===== src/rtl/mem_acc_ldst_pkg.sv =====
// Shared types and default sizing for the load/store responder in the PE memory access controller.
// Pure declarations: no logic, no latency, no flow control.
package mem_acc_ldst_pkg;

    localparam int DEF_ADDR_W         = 16;
    localparam int DEF_DATA_W         = 64;
    localparam int DEF_MEM_RD_LATENCY = 2;
    localparam int DEF_RDQ_DEPTH      = 4;

    typedef enum logic [1:0] {
        IDLE    = 2'd0,
        GRANTED = 2'd1,
        DRAIN   = 2'd2
    } ldst_state_e;

    // Counter width able to hold the value depth itself (0..depth inclusive).
    function automatic int credit_width(input int depth);
        return $clog2(depth + 1);
    endfunction

endpackage


===== src/rtl/ldst_rd_fifo.sv =====
// Read-return buffer: synchronous DEPTH x DATA_W FIFO with occupancy count.
// Latency: a pushed word is visible on pop_dat the cycle after the push.
// Backpressure: push is ignored when full, pop is ignored when empty; the owner keeps both from happening.
module ldst_rd_fifo #(
    parameter int DEPTH  = 4,
    parameter int DATA_W = 64
) (
    input  logic                         clk,
    input  logic                         reset_poweron,
    input  logic                         push_vld,
    input  logic [DATA_W-1:0]            push_dat,
    input  logic                         pop_vld,
    output logic [DATA_W-1:0]            pop_dat,
    output logic [$clog2(DEPTH+1)-1:0]   count,
    output logic                         empty,
    output logic                         full
);
    localparam int PTR_W = $clog2(DEPTH);
    localparam int CNT_W = $clog2(DEPTH + 1);

    logic [DATA_W-1:0] mem_q [DEPTH];
    logic [PTR_W-1:0]  wr_ptr_q, wr_ptr_d;
    logic [PTR_W-1:0]  rd_ptr_q, rd_ptr_d;
    logic [CNT_W-1:0]  count_q, count_d;
    logic              do_push, do_pop;

    assign empty   = (count_q == '0);
    assign full    = (count_q == CNT_W'(DEPTH));
    assign count   = count_q;
    assign pop_dat = mem_q[rd_ptr_q];
    assign do_push = push_vld && !full;
    assign do_pop  = pop_vld && !empty;

    // DEPTH is a power of two, so the pointers wrap naturally.
    always_comb begin
        wr_ptr_d = wr_ptr_q + PTR_W'(do_push);
        rd_ptr_d = rd_ptr_q + PTR_W'(do_pop);
        count_d  = count_q + CNT_W'(do_push) - CNT_W'(do_pop);
    end

    always_ff @(posedge clk) begin
        if (reset_poweron) begin
            wr_ptr_q <= '0;
            rd_ptr_q <= '0;
            count_q  <= '0;
        end else begin
            wr_ptr_q <= wr_ptr_d;
            rd_ptr_q <= rd_ptr_d;
            count_q  <= count_d;
        end
    end

    always_ff @(posedge clk) begin
        if (do_push) begin
            mem_q[wr_ptr_q] <= push_dat;
        end
    end

endmodule


===== src/rtl/mem_acc_ldst_resp.sv =====
// Memory-side responder for the SIMD load/store port: bank ownership vs DMA, SRAM issue, read return.
// Latency: accepted beat drives SRAM 1 cycle later; read data valid MEM_RD_LATENCY+2 cycles after accept.
// Backpressure: read credits bound reads in flight to RDQ_DEPTH; read_pause holds the output register.
module mem_acc_ldst_resp
    import mem_acc_ldst_pkg::*;
#(
    parameter int ADDR_W         = DEF_ADDR_W,
    parameter int DATA_W         = DEF_DATA_W,
    parameter int MEM_RD_LATENCY = DEF_MEM_RD_LATENCY,
    parameter int RDQ_DEPTH      = DEF_RDQ_DEPTH
) (
    input  logic              clk,
    input  logic              reset_poweron,
    input  logic              ldst__memc__request,
    output logic              memc__ldst__granted,
    input  logic              ldst__memc__released,
    input  logic              ldst__memc__write_valid,
    input  logic [ADDR_W-1:0] ldst__memc__write_address,
    input  logic [DATA_W-1:0] ldst__memc__write_data,
    output logic              memc__ldst__write_ready,
    input  logic              ldst__memc__read_valid,
    input  logic [ADDR_W-1:0] ldst__memc__read_address,
    output logic              memc__ldst__read_ready,
    output logic [DATA_W-1:0] memc__ldst__read_data,
    output logic              memc__ldst__read_data_valid,
    input  logic              ldst__memc__read_pause,
    input  logic              dma__ldst__active,
    output logic              memc__sram__wen,
    output logic              memc__sram__ren,
    output logic [ADDR_W-1:0] memc__sram__addr,
    output logic [DATA_W-1:0] memc__sram__wdata,
    input  logic [DATA_W-1:0] sram__memc__rdata
);
    localparam int CNT_W = credit_width(RDQ_DEPTH);
    localparam int SUM_W = CNT_W + 1;

    ldst_state_e                state_q, state_d;
    logic                       granted_q, granted_d;
    logic                       wen_q, wen_d;
    logic                       ren_q, ren_d;
    logic [ADDR_W-1:0]          addr_q, addr_d;
    logic [DATA_W-1:0]          wdata_q, wdata_d;
    logic [CNT_W-1:0]           outstanding_q, outstanding_d;
    logic [MEM_RD_LATENCY-1:0]  ren_pipe_q, ren_pipe_d;
    logic                       out_vld_q, out_vld_d;
    logic [DATA_W-1:0]          out_dat_q, out_dat_d;

    logic                       in_grant;
    logic                       wr_acc, rd_acc;
    logic [SUM_W-1:0]           credit_used;
    logic                       tail;
    logic                       out_free;
    logic                       drained;
    logic                       fifo_push, fifo_pop;
    logic [DATA_W-1:0]          fifo_pop_dat;
    logic [CNT_W-1:0]           fifo_count;
    logic                       fifo_empty, fifo_full;

    assign in_grant = (state_q == GRANTED);

    // A read holds one credit from acceptance until the consumer takes it off the output register.
    assign credit_used = SUM_W'(outstanding_q) + SUM_W'(fifo_count) + SUM_W'(out_vld_q);

    assign memc__ldst__write_ready = in_grant;
    assign memc__ldst__read_ready  = in_grant && !ldst__memc__write_valid &&
                                     (credit_used < SUM_W'(RDQ_DEPTH));

    assign wr_acc = ldst__memc__write_valid && memc__ldst__write_ready;
    assign rd_acc = ldst__memc__read_valid && memc__ldst__read_ready;

    assign tail     = ren_pipe_q[MEM_RD_LATENCY-1];
    assign out_free = !out_vld_q || !ldst__memc__read_pause;
    assign drained  = (outstanding_q == '0) && fifo_empty && !out_vld_q;

    // Returning data skips the FIFO only when nothing older is queued ahead of it.
    assign fifo_pop  = out_free && !fifo_empty;
    assign fifo_push = tail && !(out_free && fifo_empty) && !fifo_full;

    always_comb begin
        state_d   = state_q;
        granted_d = granted_q;
        case (state_q)
            IDLE: begin
                if (ldst__memc__request && !dma__ldst__active) begin
                    state_d   = GRANTED;
                    granted_d = 1'b1;
                end
            end
            GRANTED: begin
                if (ldst__memc__released) begin
                    state_d   = DRAIN;
                    granted_d = 1'b0;
                end
            end
            DRAIN: begin
                if (drained) begin
                    state_d = IDLE;
                end
            end
            default: begin
                state_d   = IDLE;
                granted_d = 1'b0;
            end
        endcase
    end

    always_comb begin
        wen_d   = wr_acc;
        ren_d   = rd_acc;
        addr_d  = '0;
        wdata_d = '0;
        if (wr_acc) begin
            addr_d  = ldst__memc__write_address;
            wdata_d = ldst__memc__write_data;
        end else if (rd_acc) begin
            addr_d  = ldst__memc__read_address;
        end
    end

    // Credits are taken at acceptance so the window before ren is already covered.
    always_comb begin
        ren_pipe_d    = '0;
        ren_pipe_d[0] = ren_q;
        for (int i = 1; i < MEM_RD_LATENCY; i++) begin
            ren_pipe_d[i] = ren_pipe_q[i-1];
        end
        outstanding_d = outstanding_q + CNT_W'(rd_acc) - CNT_W'(tail);
    end

    always_comb begin
        out_vld_d = out_vld_q;
        out_dat_d = out_dat_q;
        if (out_free) begin
            if (!fifo_empty) begin
                out_vld_d = 1'b1;
                out_dat_d = fifo_pop_dat;
            end else if (tail) begin
                out_vld_d = 1'b1;
                out_dat_d = sram__memc__rdata;
            end else begin
                out_vld_d = 1'b0;
            end
        end
    end

    always_ff @(posedge clk) begin
        if (reset_poweron) begin
            state_q       <= IDLE;
            granted_q     <= 1'b0;
            wen_q         <= 1'b0;
            ren_q         <= 1'b0;
            addr_q        <= '0;
            wdata_q       <= '0;
            outstanding_q <= '0;
            ren_pipe_q    <= '0;
            out_vld_q     <= 1'b0;
            out_dat_q     <= '0;
        end else begin
            state_q       <= state_d;
            granted_q     <= granted_d;
            wen_q         <= wen_d;
            ren_q         <= ren_d;
            addr_q        <= addr_d;
            wdata_q       <= wdata_d;
            outstanding_q <= outstanding_d;
            ren_pipe_q    <= ren_pipe_d;
            out_vld_q     <= out_vld_d;
            out_dat_q     <= out_dat_d;
        end
    end

    ldst_rd_fifo #(
        .DEPTH  (RDQ_DEPTH),
        .DATA_W (DATA_W)
    ) u_rd_fifo (
        .clk           (clk),
        .reset_poweron (reset_poweron),
        .push_vld      (fifo_push),
        .push_dat      (sram__memc__rdata),
        .pop_vld       (fifo_pop),
        .pop_dat       (fifo_pop_dat),
        .count         (fifo_count),
        .empty         (fifo_empty),
        .full          (fifo_full)
    );

    assign memc__ldst__granted         = granted_q;
    assign memc__sram__wen             = wen_q;
    assign memc__sram__ren             = ren_q;
    assign memc__sram__addr            = addr_q;
    assign memc__sram__wdata           = wdata_q;
    assign memc__ldst__read_data_valid = out_vld_q;
    assign memc__ldst__read_data       = out_dat_q;

endmodule


===== config.mk =====
export PLATFORM = sky130hd
export DESIGN_NAME = mem_acc_ldst_resp
export DESIGN_NICKNAME = d
export VERILOG_FILES = /design/src/rtl/mem_acc_ldst_pkg.sv /design/src/rtl/ldst_rd_fifo.sv /design/src/rtl/mem_acc_ldst_resp.sv
export SDC_FILE = /design/constraint.sdc
export NUM_CORES = 1
export LEC_CHECK = 0
export CAP_MARGIN = 20
export CORE_ASPECT_RATIO = 1.4
export CORE_MARGIN = 2
export CORE_UTILIZATION = 41
export CTS_CLUSTER_DIAMETER = 40
export DETAILED_ROUTE_END_ITERATION = 10
export PLACE_DENSITY = 0.66
export SETUP_SLACK_MARGIN = 0.02
export SLEW_MARGIN = 5
export SYNTH_ARGS = -nofsm -noshare
export SYNTH_HDL_FRONTEND = slang
export SYNTH_SLANG_ARGS = --single-unit

===== constraint.sdc =====
create_clock -name clk -period 7.7 [get_ports clk]
set_input_delay 1.54 -clock clk [delete_from_list [all_inputs] [get_ports clk]]
set_output_delay 1.54 -clock clk [all_outputs]
set_load 0.01 [all_outputs]

==> flow_summary_export.csv, run 1 <==
group,metric,value,unit
status,outcome,"finished clean",
worst_setup_path,reg2reg_slack,4.36,ns
worst_setup_path,cp_data_required_time,6.16,ns
timing,tightest_slew,1.07,ns
power,vdd_ir_drop_max,0.219,mV
worst_setup_path,critPathSlowestCell,"clkdlybuf4s50_1",
floorplanning,die_h,234,µm
routing,firstDrtPassIters,4,
placed_design,port_buffers,317,
routing,wl_per_cell,22.1,µm
global_route,grt_start_max_net_pins,66,
power,power_density,338,nW/µm²
worst_hold_path,worstHoldPathCells,1,
routing,num_vias,9267,
worst_setup_path,crit_fanout,2,
yosys,synth_nets,1135,
worst_setup_path,critPathKind,"in2out",
routing,drc,0,
power,netSwitchingPower,2.16,mW
worst_setup_path,reg2reg_depth,12,
yosys,syn_inst,956,
cts,clockBufferDepth,3,
timing,slew_headroom,28.6,%
worst_setup_path,r2r_start,"u_rd_fifo.count[2]",
worst_setup_path,cp-end-kind,"primary output",
cts,cts.clk_slew.worst_paths,0.06,ns
worst_hold_path,hp-start,"ren_pipe_q[0]",
worst_setup_path,cpMostUsedCell,"clkdlybuf4s50_1",
routing,drt_iter0_drc,570,
timing,min_period,5.28,ns
worst_setup_path,cp.arrival,3.74,ns
timing,finalHoldViolCount,0,
timing,setup_viol,0,
timing,fin_worst_skew,0.0114,ns
final_layout,nets,1446,
cts,insertion_delay,0.55,ns
timing,maxSlewViolCount,0,
final_layout,final_area,20700,µm²
floorplanning,fp.dieW,168,µm
cts,cts_tree,"done",
cts,cts_num_sinks,418,
placed_design,placedInstanceArea,19100,µm²
final_layout,drive_above_1_share,17.9,%
final_layout,final_core_util,55.2,%
cts,cts_buffers,46,
cts,cts_setup_buffers,0,
floorplanning,dieArea,39500,µm²
placed_design,hpwlAfterDp,24400,µm
cts,cts_root_buffer,"clkbuf_16",
power,clkPwrFrac,31.6,%
final_layout,final_cells,1781,
worst_setup_path,cp_cell_sequence,"clkdlybuf4s50_1, or4_4, a2111oi_2, clkdlybuf4s50_1",
global_route,antenna_found_initial,4,
power,swShare,30.9,%
worst_setup_path,r2r-end,"outstanding_q[2]",
worst_setup_path,critPathLaunchType,"primary input",
placed_design,gp_congestion,0.885,
timing,rsz0062_at_grt,"false",
timing,finalCritPeriodShare,68.6,%
routing,ant_nets,0,
power,p_int,4.82,mW
routing,wl,39400,µm
yosys,yosys_warnings,0,
floorplanning,initial_utilization,41.5,%
power,fin_total_pwr,6.98,mW
worst_hold_path,min_to,"ren_pipe_q[1]",
timing,finalSetupTns,0,ns
yosys,syn_area,15500,µm²
global_route,grt_use_total,19.9,%
power,p_leak,7.01,nW
global_route,grt_overflow,0,
placed_design,post-place-ws,2.40,ns
floorplanning,core,37400,µm²
floorplanning,rows,84,
worst_hold_path,worstHoldPathType,"reg2reg",
global_route,grt_pass1_wl,58800,µm
yosys,yosysSeqAreaShare,70.4,%
floorplanning,io_pins,318,
global_route,grt_pass1_vias,9397,
yosys,ys_ff_latch,418,
cts,post_cts_resized,0,
cts,htreeDepth,2,
power,comb_power_share,28.1,%
yosys,synth_area_per_cell,16.2,µm²
final_layout,syn2layout_area_growth,33.1,%
cts,hold_buffers,0,
routing,vias_per_cell,5.20,
power,pwr-share-seq,40.3,%
flow_run,cap_viol_max_count,0,
timing,whs,0.437,ns
timing,fmax,189,MHz
yosys,synthDistinctLibCells,38,
worst_setup_path,max_stage_delay,0.68,ns
placed_design,dp_cells,1692,
timing,finalWorstSetupSlack,2.42,ns
==> power by group through the flow <==
stage / Combinational [mW] / Sequential [mW] / Clock (mW)
final: 1.96 / 2.81 / 2.21
after global routing: 2.12 / 2.85 / 2.35
after CTS: 1.99 / 2.83 / 2.26
after detailed placement: 1.99 / 2.87 / 0
after global placement: 1.95 / 2.87 / 0
after floorplan: 1.24 / 2.81 / 0
==> worst max-delay path: cells and delay by family <==
kind / cells / cell delay (ns)
buf+inv: 2 / 1.09
simple gates: 1 / 0.56
compound gates: 1 / 0.55
==> registers in the layout, indices dropped and copies added, names as in the netlist <==
name,flops
memc__ldst__read_data,64
u_rd_fifo.count,3
memc__sram__wdata,64
memc__sram__addr,16
memc__sram__wen,1
memc__ldst__granted,1
state_q,2
u_rd_fifo.mem_q,256
memc__ldst__read_data_valid,1
outstanding_q,3
u_rd_fifo.wr_ptr_q,2
memc__sram__ren,1
u_rd_fifo.rd_ptr_q,2
ren_pipe_q,2
==> how the worst max path moves through the flow <==
stage,start,endpoint,slack (ns)
after floorplan,ldst__memc__read_pause,u_rd_fifo.mem_q[1][0],0.59
final,ldst__memc__write_valid,memc__ldst__read_ready,2.42
after CTS,ldst__memc__write_valid,memc__ldst__read_ready,2.40
after global placement,ldst__memc__write_valid,memc__ldst__read_ready,2.40
after detailed placement,ldst__memc__write_valid,memc__ldst__read_ready,2.40
after global routing,ldst__memc__write_valid,memc__ldst__read_ready,2.35
==> cells by family after synthesis <==
logic type / Yosys count / share of synthesized area (%)
flip-flops: 418 / 70.4
AND/OR/NAND/NOR: 228 / 7.06
AO/OA/AOI/OAI: 156 / 9.71
buffers and inverters: 75 / 2.34
multiplexers: 64 / 9.28
adder cells (fa/ha/maj): 11 / 0.983
XOR/XNOR: 4 / 0.226
==> placed cells by master, fill, tap and decap left out, drive strengths merged, types with 15 or more instances in the layout <==
master and count:
clkdlybuf4s50 316, edfxtp 256, dfxtp 162, nand2 131
a21oi 68, and2 67, mux4 64, a311oi 64
clkbuf 56, a22o 16, inv 16, clkinv 16
buf 15
==> cell usage after synthesis, drive strengths merged <==
cell type	number	area, µm²
clkbuf	46	174
ha	9	113
dfxtp	162	3240
or4	3	26.3
edfxtp	256	7690
o31ai	1	7.51
or3	1	6.26
o211ai	1	7.51
a22o	16	140
fa	2	40.0
a21oi	68	340
a2111oi	2	42.5
nor3	4	20.0
and3b	2	17.5
or3b	1	8.76
nand2	131	492
nor2b	7	43.8
and2	67	419
a21o	1	15.0
mux4	64	1440
a2bb2oi	1	8.76
and3	1	6.26
nor2	7	26.3
buf	22	164
nor3b	3	22.5
nand3b	1	7.51
a311oi	64	936
xor2	2	17.5
xnor2	2	17.5
o21ai	2	10.0
inv	7	26.3
==> metal layers <==
metal | wire length [µm] | vias up | global-route usage [%] | share of wire (%)
li1 | - | 4275 | - | -
met1 | 15600 | 4682 | 24.2 | 40
met2 | 20800 | 252 | 35.6 | 53
met3 | 2140 | 54 | 4.35 | 5.4
met4 | 761 | 4 | 5.77 | 1.9
met5 | 24 | - | 0 | 0.061
==> cell type report <==
| type | count | area, µm² |
|---|---|---|
| Antenna cell | 3 | 7.51 |
| Clock buffer | 56 | 1270 |
| Clock inverter | 30 | 287 |
| Fill cell | 3013 | 16700 |
| Inverter | 7 | 26.3 |
| Multi-Input combinational cell | 463 | 4270 |
| Sequential cell | 418 | 10900 |
| Tap cell | 473 | 592 |
| Timing Repair Buffer | 331 | 3280 |
Note: power is estimated with default switching activity, not from simulation.
==> run 2, diff against run 1 <==
Clock period 7.7 ns to 5.4 ns, I/O delays scaled along.
==> flow_summary_export.csv, run 2 (synthesis results as in run 1) <==
group,metric,value,unit
status,outcome,"finished clean",
cts,cts.clk_slew.worst_paths,0.06,ns
power,fin_total_pwr,9.93,mW
floorplanning,initial_utilization,41.5,%
worst_setup_path,r2r-end,"outstanding_q[2]",
final_layout,drive_above_1_share,18.0,%
routing,num_vias,9188,
flow_run,cap_viol_max_count,0,
timing,min_period,4.24,ns
floorplanning,io_pins,318,
worst_setup_path,reg2reg_slack,2.20,ns
worst_setup_path,endpoint,"memc__ldst__read_ready",
routing,firstDrtPassIters,5,
routing,wl,38200,µm
timing,finalHoldViolCount,0,
cts,htreeDepth,2,
placed_design,post-place-ws,1.16,ns
cts,clockBufferDepth,3,
final_layout,final_common_cell,"clkdlybuf4s50_1",
final_layout,fillerInstances,3010,
cts,hold_buffers,0,
worst_setup_path,critPathKind,"in2out",
timing,whs,0.449,ns
routing,drt_iter0_drc,457,
timing,setup_viol,0,
floorplanning,core,37400,µm²
worst_setup_path,r2r_start,"u_rd_fifo.count[2]",
worst_hold_path,worstHoldPathType,"reg2reg",
power,p_leak,6.98,nW
routing,wl_met3,2020,µm
placed_design,gp_congestion,0.881,
global_route,grt_start_max_net_pins,82,
timing,rsz0062_at_grt,"false",
final_layout,final_area,20700,µm²
timing,slew_headroom,31.9,%
timing,fin_worst_skew,0.0160,ns
final_layout,nets,1447,
worst_setup_path,cp-end-kind,"primary output",
routing,ant_nets,0,
placed_design,hpwlAfterDp,23400,µm
timing,finalSetupTns,0,ns
routing,wl_met1,15900,µm
final_layout,syn2layout_area_growth,33.3,%
timing,finalWorstSetupSlack,1.16,ns
routing,routed.top_layer,"met5",
floorplanning,die_h,234,µm
placed_design,placedInstanceArea,19100,µm²
global_route,grt_use_total,19.1,%
timing,maxSlewViolCount,0,
power,vdd_ir_drop_max,0.322,mV
floorplanning,dieArea,39500,µm²
cts,cts_root_buffer,"clkbuf_16",
floorplanning,rows,84,
timing,finalCritPeriodShare,78.4,%
final_layout,top_register,"u_rd_fifo.mem_q",
routing,dr_wl_met2,19400,µm
routing,drc,0,
placed_design,port_buffers,317,
global_route,antenna_found_initial,5,
worst_setup_path,cp_data_required_time,4.32,ns
worst_setup_path,reg2reg_depth,12,
cts,cts_buffers,48,
global_route,grt_pass1_vias,9322,
worst_setup_path,setup.worst_path.start,"ldst__memc__write_valid",
global_route,grt_pass1_wl,57000,µm
cts,cts_num_sinks,418,
floorplanning,fp.dieW,168,µm
timing,tightest_slew,1.02,ns
power,power_density,480,nW/µm²
cts,cts_setup_buffers,0,
cts,insertion_delay,0.56,ns
final_layout,final_cell_mix,"316 x clkdlybuf4s50_1, 256 x edfxtp_1, 160 x dfxtp_1",
worst_setup_path,critPathLaunchType,"primary input",
worst_setup_path,crit_fanout,2,
final_layout,largest_register_ffs,256,
cts,post_cts_resized,0,
timing,fmax,236,MHz
global_route,grt_overflow,0,
cts,cts_tree,"done",
routing,vias_per_cell,5.16,
worst_setup_path,cp.arrival,3.16,ns
routing,wl_per_cell,21.4,µm
-- run 2: cell count changes in the layout (fill, tap and decap cells not counted), sizes merged --
cell      delta
clkbuf       +6
inv          -2
clkinv       -4
clkinvlp     +5
bufinv       -2
diode        -1
buf          -2
-- run 2: routing by layer --
layer	GRT usage, %	up-vias
met3	3.90	64
met5	0	-
met2	33.1	246
met4	5.55	4
li1	-	4265
met1	24.5	4609
-- run 2: worst min-delay path by stage --
stage | start | endpoint | cells past startpoint
after global placement | ren_pipe_q[0] | ren_pipe_q[1] | 1
after floorplan | ren_pipe_q[0] | ren_pipe_q[1] | 1
after detailed placement | ren_pipe_q[0] | ren_pipe_q[1] | 1
after global routing | ren_pipe_q[0] | ren_pipe_q[1] | 1
after CTS | ren_pipe_q[0] | ren_pipe_q[1] | 1
final | ren_pipe_q[0] | ren_pipe_q[1] | 1
-- run 2: per-stage QoR --
stage               util (%)  cells
floorplan                  -    956
global placement        51.0   1688
detailed placement      51.0   1688
CTS                     55.2   1776
global route            55.3   1779
finish                  55.3   1781
-- run 2: critical path, cell delays in order --
cell	delay (ns)
clkdlybuf4s50_1	0.43
or4_4	0.58
a2111oi_2	0.42
clkdlybuf4s50_1	0.64
-- run 2: cell type report --
type                    count  area, µm²  share of cell area, %
inverters                   7       26.3                  0.127
flip-flops and latches    418      10900                   52.9
clock inverters            27        228                   1.10
well taps                 473        592                   2.86
repair buffers            330       3290                   15.9
multi-input cells         463       4290                   20.7
diodes                      2       5.00                 0.0242
clock buffers              61       1330                   6.43
-- run 2: power by group --
group / internal (mW) / switching, mW
registers: 3.67 / 0.342
clock network: 1.82 / 1.31
logic: 1.37 / 1.41
